[config.mk]
export PLATFORM = sky130hd
export DESIGN_NAME = hazard_ctrl_flat
export DESIGN_NICKNAME = d
export VERILOG_FILES = /design/src/rtl/hazard_ctrl_pkg.sv /design/src/rtl/hazard_ctrl_if.sv /design/src/rtl/hazard_cmp.sv /design/src/rtl/hazard_ctrl.sv /design/src/flat_wrapper.sv
export SDC_FILE = /design/constraint.sdc
export NUM_CORES = 1
export LEC_CHECK = 0
export CORE_AREA = 5 5 63 87
export CTS_CLUSTER_SIZE = 12
export DETAILED_ROUTE_END_ITERATION = 10
export DIE_AREA = 0 0 68 92
export GPL_TIMING_DRIVEN = 1
export PLACE_DENSITY = 0.81
export RECOVER_POWER = 25
export SYNTH_ARGS = -nofsm -noshare
export SYNTH_HDL_FRONTEND = slang
export SYNTH_SLANG_ARGS = --single-unit
[constraint.sdc]
create_clock -name clk -period 2.1 [get_ports clk]
set_input_delay 0.315 -clock clk [delete_from_list [all_inputs] [get_ports clk]]
set_output_delay 0.315 -clock clk [all_outputs]
set_load 0.005 [all_outputs]
[src/rtl/hazard_ctrl_pkg.sv]
// Shared types and constants for the pipeline hazard controller.
package hazard_ctrl_pkg;

  typedef enum logic [1:0] {
    StRun,
    StMemWait,
    StErr
  } state_e;

  localparam logic [1:0] FWD_NONE = 2'b00;
  localparam logic [1:0] FWD_EXE  = 2'b01;
  localparam logic [1:0] FWD_MEM  = 2'b10;

  localparam logic [4:0] REG_ZERO = 5'd0;

endpackage

[src/rtl/hazard_ctrl_if.sv]
// Pipeline-to-controller bundle: register usage, memory handshake in; stage controls out.
interface hazard_ctrl_if #(
  parameter int unsigned STALL_CNT_W = 16
);
  logic [4:0]             id_src1;
  logic [4:0]             id_src2;
  logic                   id_src2_used;
  logic [4:0]             exe_dest;
  logic                   exe_wb_en;
  logic                   exe_mem_r_en;
  logic [4:0]             mem_dest;
  logic                   mem_wb_en;
  logic                   br_taken;
  logic                   mem_req;
  logic                   mem_ready;
  logic                   pc_en;
  logic                   ifid_en;
  logic                   ifid_flush;
  logic                   idex_bubble;
  logic                   back_en;
  logic                   mem_err;
  logic [STALL_CNT_W-1:0] stall_cnt;
  logic [1:0]             fwd_a;
  logic [1:0]             fwd_b;

  modport master (
    output id_src1, id_src2, id_src2_used, exe_dest, exe_wb_en, exe_mem_r_en,
           mem_dest, mem_wb_en, br_taken, mem_req, mem_ready,
    input  pc_en, ifid_en, ifid_flush, idex_bubble, back_en, mem_err, stall_cnt,
           fwd_a, fwd_b
  );

  modport slave (
    input  id_src1, id_src2, id_src2_used, exe_dest, exe_wb_en, exe_mem_r_en,
           mem_dest, mem_wb_en, br_taken, mem_req, mem_ready,
    output pc_en, ifid_en, ifid_flush, idex_bubble, back_en, mem_err, stall_cnt,
           fwd_a, fwd_b
  );

endinterface

[src/rtl/hazard_cmp.sv]
// Destination-vs-source match for one pipeline stage and one operand; $0 never matches.
module hazard_cmp
  import hazard_ctrl_pkg::*;
(
  input  logic       wb_en,
  input  logic [4:0] dest,
  input  logic [4:0] src,
  input  logic       src_used,
  output logic       match
);

  assign match = wb_en & src_used & (dest == src) & (dest != REG_ZERO);

endmodule

[src/rtl/hazard_ctrl.sv]
// Pipeline hazard controller: stalls, flushes, memory-wait freeze and timeout error.
// Optional HAZARD_CTRL_FORWARDING_EN: only load-use stalls, registered fwd_a/fwd_b selects.
module hazard_ctrl
  import hazard_ctrl_pkg::*;
#(
  parameter int unsigned MEM_TIMEOUT = 64,
  parameter int unsigned STALL_CNT_W = 16
) (
  input  logic        clk,
  input  logic        rst,
  hazard_ctrl_if.slave bus
);

  localparam logic [15:0] TimeoutCnt = 16'(MEM_TIMEOUT);

  state_e                 state_q, state_d;
  logic [15:0]            wait_q, wait_d;
  logic [STALL_CNT_W-1:0] stall_q;
  logic                   mem_err_q;
  logic                   exe_a, exe_b, mem_a, mem_b;
  logic                   raw_hazard, run_rules;
  logic                   pc_en, ifid_en, ifid_flush, idex_bubble, back_en;

  hazard_cmp u_cmp_exe_a (.wb_en(bus.exe_wb_en), .dest(bus.exe_dest), .src(bus.id_src1),
                          .src_used(1'b1), .match(exe_a));
  hazard_cmp u_cmp_exe_b (.wb_en(bus.exe_wb_en), .dest(bus.exe_dest), .src(bus.id_src2),
                          .src_used(bus.id_src2_used), .match(exe_b));
  hazard_cmp u_cmp_mem_a (.wb_en(bus.mem_wb_en), .dest(bus.mem_dest), .src(bus.id_src1),
                          .src_used(1'b1), .match(mem_a));
  hazard_cmp u_cmp_mem_b (.wb_en(bus.mem_wb_en), .dest(bus.mem_dest), .src(bus.id_src2),
                          .src_used(bus.id_src2_used), .match(mem_b));

`ifdef HAZARD_CTRL_FORWARDING_EN
  assign raw_hazard = (exe_a | exe_b) & bus.exe_mem_r_en;
`else
  logic unused_load_flag;
  assign unused_load_flag = bus.exe_mem_r_en;
  assign raw_hazard       = exe_a | exe_b | mem_a | mem_b;
`endif

  always_comb begin
    state_d     = state_q;
    wait_d      = wait_q;
    run_rules   = 1'b0;
    pc_en       = 1'b0;
    ifid_en     = 1'b0;
    ifid_flush  = 1'b0;
    idex_bubble = 1'b0;
    back_en     = 1'b0;
    unique case (state_q)
      StRun: begin
        if (bus.mem_req && !bus.mem_ready) begin
          state_d = StMemWait;
          wait_d  = 16'd1;
        end else begin
          run_rules = 1'b1;
        end
      end
      StMemWait: begin
        // The exit cycle is a normal RUN cycle, so a branch parked in EXE is taken now.
        if (bus.mem_ready) begin
          state_d   = StRun;
          wait_d    = 16'd0;
          run_rules = 1'b1;
        end else if (wait_q >= TimeoutCnt) begin
          state_d = StErr;
        end else begin
          wait_d = wait_q + 16'd1;
        end
      end
      StErr: ;
      default: state_d = StRun;
    endcase

    if (run_rules) begin
      if (bus.br_taken) begin
        {pc_en, ifid_en, back_en, ifid_flush, idex_bubble} = 5'b11111;
      end else if (raw_hazard) begin
        back_en     = 1'b1;
        idex_bubble = 1'b1;
      end else begin
        {pc_en, ifid_en, back_en} = 3'b111;
      end
    end

    if (!rst) begin
      {pc_en, ifid_en, back_en} = 3'b000;
      ifid_flush  = 1'b1;
      idex_bubble = 1'b1;
    end
  end

  always_ff @(posedge clk or negedge rst) begin
    if (!rst) begin
      state_q   <= StRun;
      wait_q    <= 16'd0;
      stall_q   <= '0;
      mem_err_q <= 1'b0;
    end else begin
      state_q   <= state_d;
      wait_q    <= wait_d;
      mem_err_q <= mem_err_q | (state_d == StErr);
      if (!pc_en && (stall_q != '1)) begin
        stall_q <= stall_q + STALL_CNT_W'(1);
      end
    end
  end

`ifdef HAZARD_CTRL_FORWARDING_EN
  logic [1:0] fwd_a_q, fwd_b_q, fwd_a_d, fwd_b_d;

  always_comb begin
    fwd_a_d = FWD_NONE;
    fwd_b_d = FWD_NONE;
    if (!idex_bubble) begin
      if (exe_a && !bus.exe_mem_r_en) fwd_a_d = FWD_EXE;
      else if (mem_a)                 fwd_a_d = FWD_MEM;
      if (exe_b && !bus.exe_mem_r_en) fwd_b_d = FWD_EXE;
      else if (mem_b)                 fwd_b_d = FWD_MEM;
    end
  end

  always_ff @(posedge clk or negedge rst) begin
    if (!rst) begin
      fwd_a_q <= FWD_NONE;
      fwd_b_q <= FWD_NONE;
    end else if (back_en) begin
      fwd_a_q <= fwd_a_d;
      fwd_b_q <= fwd_b_d;
    end
  end

  assign bus.fwd_a = fwd_a_q;
  assign bus.fwd_b = fwd_b_q;
`else
  assign bus.fwd_a = FWD_NONE;
  assign bus.fwd_b = FWD_NONE;
`endif

  assign bus.pc_en       = pc_en;
  assign bus.ifid_en     = ifid_en;
  assign bus.ifid_flush  = ifid_flush;
  assign bus.idex_bubble = idex_bubble;
  assign bus.back_en     = back_en;
  assign bus.mem_err     = mem_err_q;
  assign bus.stall_cnt   = stall_q;

endmodule

[src/flat_wrapper.sv]
// flat-port wrapper written by rule: the top's interface ports become plain ports
module hazard_ctrl_flat import hazard_ctrl_pkg::*;
#(
  parameter int unsigned MEM_TIMEOUT = 64,
  parameter int unsigned STALL_CNT_W = 16
)
  (clk, rst, bus_id_src1, bus_id_src2, bus_id_src2_used, bus_exe_dest, bus_exe_wb_en, bus_exe_mem_r_en, bus_mem_dest, bus_mem_wb_en, bus_br_taken, bus_mem_req, bus_mem_ready, bus_pc_en, bus_ifid_en, bus_ifid_flush, bus_idex_bubble, bus_back_en, bus_mem_err, bus_stall_cnt, bus_fwd_a, bus_fwd_b);
  hazard_ctrl_if #(.STALL_CNT_W(STALL_CNT_W)) bus_i ();
  input  logic clk;
  input  logic rst;
  input wire logic [$bits(bus_i.id_src1)-1:0] bus_id_src1;
  input wire logic [$bits(bus_i.id_src2)-1:0] bus_id_src2;
  input wire logic [$bits(bus_i.id_src2_used)-1:0] bus_id_src2_used;
  input wire logic [$bits(bus_i.exe_dest)-1:0] bus_exe_dest;
  input wire logic [$bits(bus_i.exe_wb_en)-1:0] bus_exe_wb_en;
  input wire logic [$bits(bus_i.exe_mem_r_en)-1:0] bus_exe_mem_r_en;
  input wire logic [$bits(bus_i.mem_dest)-1:0] bus_mem_dest;
  input wire logic [$bits(bus_i.mem_wb_en)-1:0] bus_mem_wb_en;
  input wire logic [$bits(bus_i.br_taken)-1:0] bus_br_taken;
  input wire logic [$bits(bus_i.mem_req)-1:0] bus_mem_req;
  input wire logic [$bits(bus_i.mem_ready)-1:0] bus_mem_ready;
  output wire logic [$bits(bus_i.pc_en)-1:0] bus_pc_en;
  output wire logic [$bits(bus_i.ifid_en)-1:0] bus_ifid_en;
  output wire logic [$bits(bus_i.ifid_flush)-1:0] bus_ifid_flush;
  output wire logic [$bits(bus_i.idex_bubble)-1:0] bus_idex_bubble;
  output wire logic [$bits(bus_i.back_en)-1:0] bus_back_en;
  output wire logic [$bits(bus_i.mem_err)-1:0] bus_mem_err;
  output wire logic [$bits(bus_i.stall_cnt)-1:0] bus_stall_cnt;
  output wire logic [$bits(bus_i.fwd_a)-1:0] bus_fwd_a;
  output wire logic [$bits(bus_i.fwd_b)-1:0] bus_fwd_b;
  assign bus_i.id_src1 = bus_id_src1;
  assign bus_i.id_src2 = bus_id_src2;
  assign bus_i.id_src2_used = bus_id_src2_used;
  assign bus_i.exe_dest = bus_exe_dest;
  assign bus_i.exe_wb_en = bus_exe_wb_en;
  assign bus_i.exe_mem_r_en = bus_exe_mem_r_en;
  assign bus_i.mem_dest = bus_mem_dest;
  assign bus_i.mem_wb_en = bus_mem_wb_en;
  assign bus_i.br_taken = bus_br_taken;
  assign bus_i.mem_req = bus_mem_req;
  assign bus_i.mem_ready = bus_mem_ready;
  assign bus_pc_en = bus_i.pc_en;
  assign bus_ifid_en = bus_i.ifid_en;
  assign bus_ifid_flush = bus_i.ifid_flush;
  assign bus_idex_bubble = bus_i.idex_bubble;
  assign bus_back_en = bus_i.back_en;
  assign bus_mem_err = bus_i.mem_err;
  assign bus_stall_cnt = bus_i.stall_cnt;
  assign bus_fwd_a = bus_i.fwd_a;
  assign bus_fwd_b = bus_i.fwd_b;
  hazard_ctrl #(.MEM_TIMEOUT(MEM_TIMEOUT), .STALL_CNT_W(STALL_CNT_W)) u_core (.clk(clk), .rst(rst), .bus(bus_i));
endmodule
Word-level counts from Yosys, hierarchy flattened
Cells that the tools add are included.
Storage, ports and cells
  flip-flop bits (word level): 35
  input port bits: 29
Cells by class
  add/sub/neg operators: 2
  magnitude comparators: 1
  eq/ne operators: 10
  mux-type cells: 24
  bitwise logic cells: 14
  reductions and logical operators: 9
Operator list (number)
  16-bit 2-to-1 mux: 3
  16-bit by 1-bit adder with 16-bit output (second input constant): 2
  16-bit case mux with 2 select lines: 1
  5-bit equality test: 4
  16-bit by 7-bit greater-or-equal comparator with 1-bit output (second input constant): 1
  16-bit != test (second input constant): 1
  1-bit 2-to-1 mux: 15
  1-bit bitwise AND: 10
  5-bit nonzero test: 2
  2-bit 2-to-1 mux: 3
  2-bit case mux with 3 select lines: 1
  2-bit equality test (second input constant): 2
  1-bit OR: 4
  3-bit != test (second input constant): 1
  3-bit AND reduction: 1
  2-bit by 1-bit equality test with 1-bit output (second input constant): 1
  1-bit logical AND: 2
  1-bit zero test: 2
  2-bit zero test: 1
  2-bit by 1-bit != test with 1-bit output (second input constant): 1
  1-bit case mux with 2 select lines: 1
  2-bit nonzero test: 1

Depth between registers and ports, before layout
  word-level depth: 12
  depth in mapped cells: 9
  gate-level depth less buffers: 8

Hierarchy
A second synthesis with hierarchy kept.
Second synthesis, totals
  cells, all modules: 199
  area, all modules: 1996.9 um2
Modules (own cells, without submodules)
  hazard_ctrl: times used 1, cells each 159, area each 1691.6 um2, seq. area each 875.8 um2
  hazard_cmp: times used 4, cells each 10, area each 76.3 um2, seq. area each 0.0 um2

Least setup slack after synthesis
OpenSTA, ideal clock, no wires.
  path type: input to register
  from: in bus_id_src1[4]
  to: reg u_core.stall_q[12] (netlist: u_core.bus.stall_cnt[12])
  library setup time: 0.127 ns
  data arrival time: 1.847 ns
  required time: 1.973 ns
  slack: 0.125 ns
  cell stages on the path: 7
  path buffers: 0
  cells stage by stage: xnor2_1 -> nand3_1 -> o22ai_2 -> a22oi_1 -> o21a_1 -> or4_1 -> mux2_1
Between the ends
  cells in the longest elaborated chain, start to end: 12
  elaborated cells between the ends (all ways): 15
  classes of those cells: eq/ne: 2; mux: 4; bitwise: 7; reduce/logical: 2
RTL lines
  start: declaration: line flat_wrapper.sv:11  | input wire logic [$bits(bus_i.id_src1)-1:0] bus_id_src1;
  5-bit equality test: line hazard_cmp.sv:12  | assign match = wb_en & src_used & (dest == src) & (dest != REG_ZERO);
  1-bit bitwise AND (2 in series): line hazard_cmp.sv:12
  1-bit OR: line hazard_ctrl.sv:38  | assign raw_hazard = exe_a | exe_b | mem_a | mem_b;
  1-bit OR (*) (2 in series): line hazard_ctrl.sv:38
  1-bit 2-to-1 mux (*) (4 in series)
  net bus_ifid_en: line flat_wrapper.sv:23  | output wire logic [$bits(bus_i.ifid_en)-1:0] bus_ifid_en;
  1-bit zero test (*): line hazard_ctrl.sv:103  | if (!pc_en && (stall_q != '1)) begin
  1-bit logical AND (*): line hazard_ctrl.sv:103
  end signal: assignment: line hazard_ctrl.sv:104  | stall_q <= stall_q + STALL_CNT_W'(1);
  end: declaration: line hazard_ctrl.sv:18  | logic [STALL_CNT_W-1:0] stall_q;
The timed path passes the listed nets; every way through them passes the cells marked *.
A chain may end at the register's enable or synchronous reset.

Worst setup path after layout
  from: in bus_mem_dest[3]
  to: reg u_core.stall_q[12] (netlist: u_core.bus.stall_cnt[12])
Between the ends
  cells in the longest elaborated chain, start to end: 11
  elaborated cells between the ends (all ways): 15
  classes of those cells: eq/ne: 2; mux: 4; bitwise: 6; reduce/logical: 3
RTL lines
  start: declaration: line flat_wrapper.sv:17  | input wire logic [$bits(bus_i.mem_dest)-1:0] bus_mem_dest;
  5-bit equality test: line hazard_cmp.sv:12
  1-bit bitwise AND (2 in series): line hazard_cmp.sv:12
  1-bit OR: line hazard_ctrl.sv:38
  1-bit OR (*): line hazard_ctrl.sv:38
  1-bit 2-to-1 mux (*): line hazard_ctrl.sv:78  | end else if (raw_hazard) begin
  1-bit 2-to-1 mux (*): line hazard_ctrl.sv:76  | if (bus.br_taken) begin
  1-bit 2-to-1 mux (*): line hazard_ctrl.sv:75  | if (run_rules) begin
  1-bit 2-to-1 mux (*): line hazard_ctrl.sv:86  | if (!rst) begin
  1-bit zero test (*): line hazard_ctrl.sv:103
  1-bit logical AND (*): line hazard_ctrl.sv:103
Mark *: on every way between the ends. The rest lies on a longest branch, timed or not.

==> results.sh <==
export IMPL_timing_setup_critical_path_class="input port to flip-flop"
export IMPL_sw_frac_of_total_pct=29.2
export IMPL_yosysMostFrequentCell="sky130_fd_sc_hd__dfrtp_1"
export IMPL_dpl_cell_count=348
export IMPL_drv_max_cap_violation_count=0
export IMPL_die_height_um=92
export IMPL_floorplan_core_area_um2=4540
export IMPL_drt_iter0_drc=51
export IMPL_cts_tree="built"
export IMPL_ctsHoldBuffers=0
export IMPL_die_area_um2=6260
export IMPL_leakagePower_nw=1.42
export IMPL_crit_buf_inv=3
export IMPL_initial_antenna_violation_count=0
export IMPL_layoutNonFillerInstCount=363
export IMPL_internal_power_mw=1.43
export IMPL_gp_congestion=0.809
export IMPL_post_syn_area_um2=2000
export IMPL_tritoncts_num_buffers=5
export IMPL_power_share_combinational_pct=36.6
export IMPL_area_delta_synth_final_pct=50.8
export IMPL_synth_area_leaders="sky130_fd_sc_hd__dfrtp_1, sky130_fd_sc_hd__xnor2_1, sky130_fd_sc_hd__nand4_1"
export IMPL_drive_above_1_share_pct=32.6
export IMPL_syn_area_per_cell_um2=9.47
export IMPL_drv_slew=0
export IMPL_max_slew_margin_rel_pct=43.9
export IMPL_num_rows=29
export IMPL_synth_top_cell_area_share_pct=43.8
export IMPL_grt_first_pass_wirelength_um=9180
export IMPL_seq_power_share_pct=39.8
export IMPL_setup_worst_path_start_class="input port"
export IMPL_detail_placement_hpwl_um=4100
export IMPL_ios=55
export IMPL_netlist_top_cell_by_area="sky130_fd_sc_hd__dfrtp_1"
export IMPL_arrival_ns=2.24
export IMPL_synthesized_flop_and_latch_total=35
export IMPL_h_tree_levels=2
export IMPL_hold_path_class="flip-flop to flip-flop"
export IMPL_largest_vdd_supply_drop_v=0.000613
export IMPL_overflow=0
export IMPL_drc=0
export IMPL_cp_common_cell="sky130_fd_sc_hd__buf_6"
export IMPL_grtUsageTotal_pct=19.2
export IMPL_floorplan_die_width_um=68
export IMPL_synthesis_yosys_warnings=0
export IMPL_vias_per_cell=5.36
export IMPL_finish_instance_area_um2=3010
export IMPL_hold_viol_final=0
export IMPL_drtPass1Iterations=4
export IMPL_io_buffers=49
export IMPL_dp_slack_ns=-0.674
export IMPL_cts_sink_count=35
export IMPL_ys_seq_area_share_pct=43.8
export IMPL_antenna_left=0
export IMPL_async_sr_flop_fraction_pct=100
export IMPL_clock_power_share_pct=23.6
export IMPL_worstSetupEndpointType="flip-flop"
export IMPL_final_min_clock_period_ns=2.07
export IMPL_detailroute_via_count=1947
export IMPL_antennaDiodeCount=0
export IMPL_rsz_0062_raised_after_global_routing="true"
export IMPL_synth_ff_type="sky130_fd_sc_hd__dfrtp_1"
export IMPL_synth_lib_cells_used_distinct=35
export IMPL_fin_skew_ns=0.0125
export IMPL_clockRootBuffer="sky130_fd_sc_hd__clkbuf_8"
export IMPL_cpPeakStageDelay_ns=0.52
export IMPL_p_per_area_nw_per_um2=672
export IMPL_cp_top_family="simple AND/OR/NAND/NOR gates"
export IMPL_worst_ep_required_time_ns=2.27
export IMPL_yosys_top_cells_count="sky130_fd_sc_hd__dfrtp_1, sky130_fd_sc_hd__xnor2_1, sky130_fd_sc_hd__nor2_1"
export IMPL_pin_count_of_the_biggest_net_entering_global_routing=36
export IMPL_postLayoutSetupSlackWorst_ns=0.0298
export IMPL_post_placement_cell_area_um2=2760
export IMPL_max_clock_path_buffers=2
export IMPL_syn_inst=211
export IMPL_cts_clk_slew_worst_paths_ns=0.07
export IMPL_routed_length_per_instance_um=15.6
export IMPL_synth_edf_count=0
export IMPL_worst_path_max_delay_cell="sky130_fd_sc_hd__or4_4"
export IMPL_start_util_pct=44.1
export IMPL_worstSkewPairLatency_ns=0.29
export IMPL_num_nets_final=333
export IMPL_final_number_of_setup_violating_endpoints=0
export IMPL_nFillCells=341
export IMPL_max_freq_mhz=483
export IMPL_switchingPower_mw=0.590
export IMPL_finalCritPeriodShare_pct=98.6
export IMPL_timing_critical_path_cells="buf_6 -> buf_6 -> xnor2_2 -> nand3_2 -> o22ai_2 -> a22oi_2 -> o21a_1 -> buf_6 -> or4_4 -> mux2_4"
export IMPL_tightest_slew_ns=0.842
export IMPL_outcome="complete, no violations"
export IMPL_drt_total_wl_um=5660
export IMPL_cp_max_fo=2
export IMPL_number_of_global_route_vias_before_repair=1994
logic make-up after synthesis:
family	after synthesis	share of synthesized area, %
compound gates	27	8.89
xor+xnor	37	16.2
fa+ha+maj	3	1.88
buf+inv	13	3.51
flops	35	43.8
mux	3	1.63
other cells	1	0.188
simple gates	92	23.9
area by class of cell:
cell class	count	area [um^2]	share of cell area, %
clock buffer	6	82.6	2.74
clock inverter	1	5.00	0.166
inverter	4	15.0	0.498
multi-input combinational	166	1230	40.9
sequential	35	876	29.1
tap	62	77.6	2.57
timing repair buffer	89	726	24.1
final timing paths:
kind	startpoint	endpoint	slack [ns]	cells past startpoint
worst max-delay path	bus_mem_dest[3]	u_core.bus.stall_cnt[12]	0.03	10
worst min-delay path	u_core.bus.mem_err	u_core.bus.mem_err	0.48	1
worst max register to register	u_core.wait_q[7]	u_core.wait_q[13]	0.18	7
worst min register to register	u_core.bus.mem_err	u_core.bus.mem_err	0.48	1
max in group asynchronous	rst	u_core.wait_q[8]	0.62	3
min in group asynchronous	rst	u_core.wait_q[2]	0.94	3
power groups by stage:
stage               combinational [mW]  sequential [mW]  clock (mW)
floorplan                        0.238            0.853           0
global placement                 0.664            0.815           0
detailed placement               0.684            0.823           0
CTS                              0.709            0.810       0.497
global route                     0.810            0.814       0.519
finish                           0.740            0.807       0.478
metal layers:
layer  track usage, %  routed length [um]  vias up
met5                0                   0        -
li1                 -                   -      919
met4             10.6                 195        0
met1             20.3                2050      936
met2             33.5                3060       72
met3             4.89                 355       20
flip-flops by register name, indices dropped and copies added (netlist names):
| name | flops |
|---|---|
| u_core.bus.mem_err | 1 |
| u_core.bus.stall_cnt | 16 |
| u_core.state_q | 2 |
| u_core.wait_q | 16 |
metrics by stage:
stage	total power, mW	utilization, %	setup TNS, ns	hold slack [ns]
finish	2.02	66.5	0	0.482
global placement	1.48	60.9	-7.61	0.455
detailed placement	1.51	60.9	-9.15	0.464
floorplan	1.09	-	0	0.0194
CTS	2.02	65.8	0	0.485
global route	2.14	66.5	-0.00460	0.531
cells in the final DEF (no fill, tap or decap), types with 4 or more instances in the layout:
cell	n
sky130_fd_sc_hd__xnor2_2	16
sky130_fd_sc_hd__nand2_1	15
sky130_fd_sc_hd__nand3_1	6
sky130_fd_sc_hd__inv_1	4
sky130_fd_sc_hd__dfrtp_1	35
sky130_fd_sc_hd__a31oi_1	4
sky130_fd_sc_hd__a21oi_1	10
sky130_fd_sc_hd__buf_6	9
sky130_fd_sc_hd__buf_4	33
sky130_fd_sc_hd__nand4_1	15
sky130_fd_sc_hd__clkbuf_8	6
sky130_fd_sc_hd__clkdlybuf4s50_1	21
sky130_fd_sc_hd__clkbuf_2	5
sky130_fd_sc_hd__xor2_1	4
sky130_fd_sc_hd__nor2_1	23
sky130_fd_sc_hd__conb_1	4
sky130_fd_sc_hd__buf_2	14
sky130_fd_sc_hd__and3_1	13
sky130_fd_sc_hd__xnor2_1	17
timing repair:
| action | 4_1_cts | 5_1_grt |
|---|---|---|
| gates resized for setup | 95 | 33 |
| setup buffers | 6 | 2 |
| endpoints found under the setup margin | 20 | 21 |
| pin swaps | 30 | 24 |
Power figures use the tool's default switching activity.
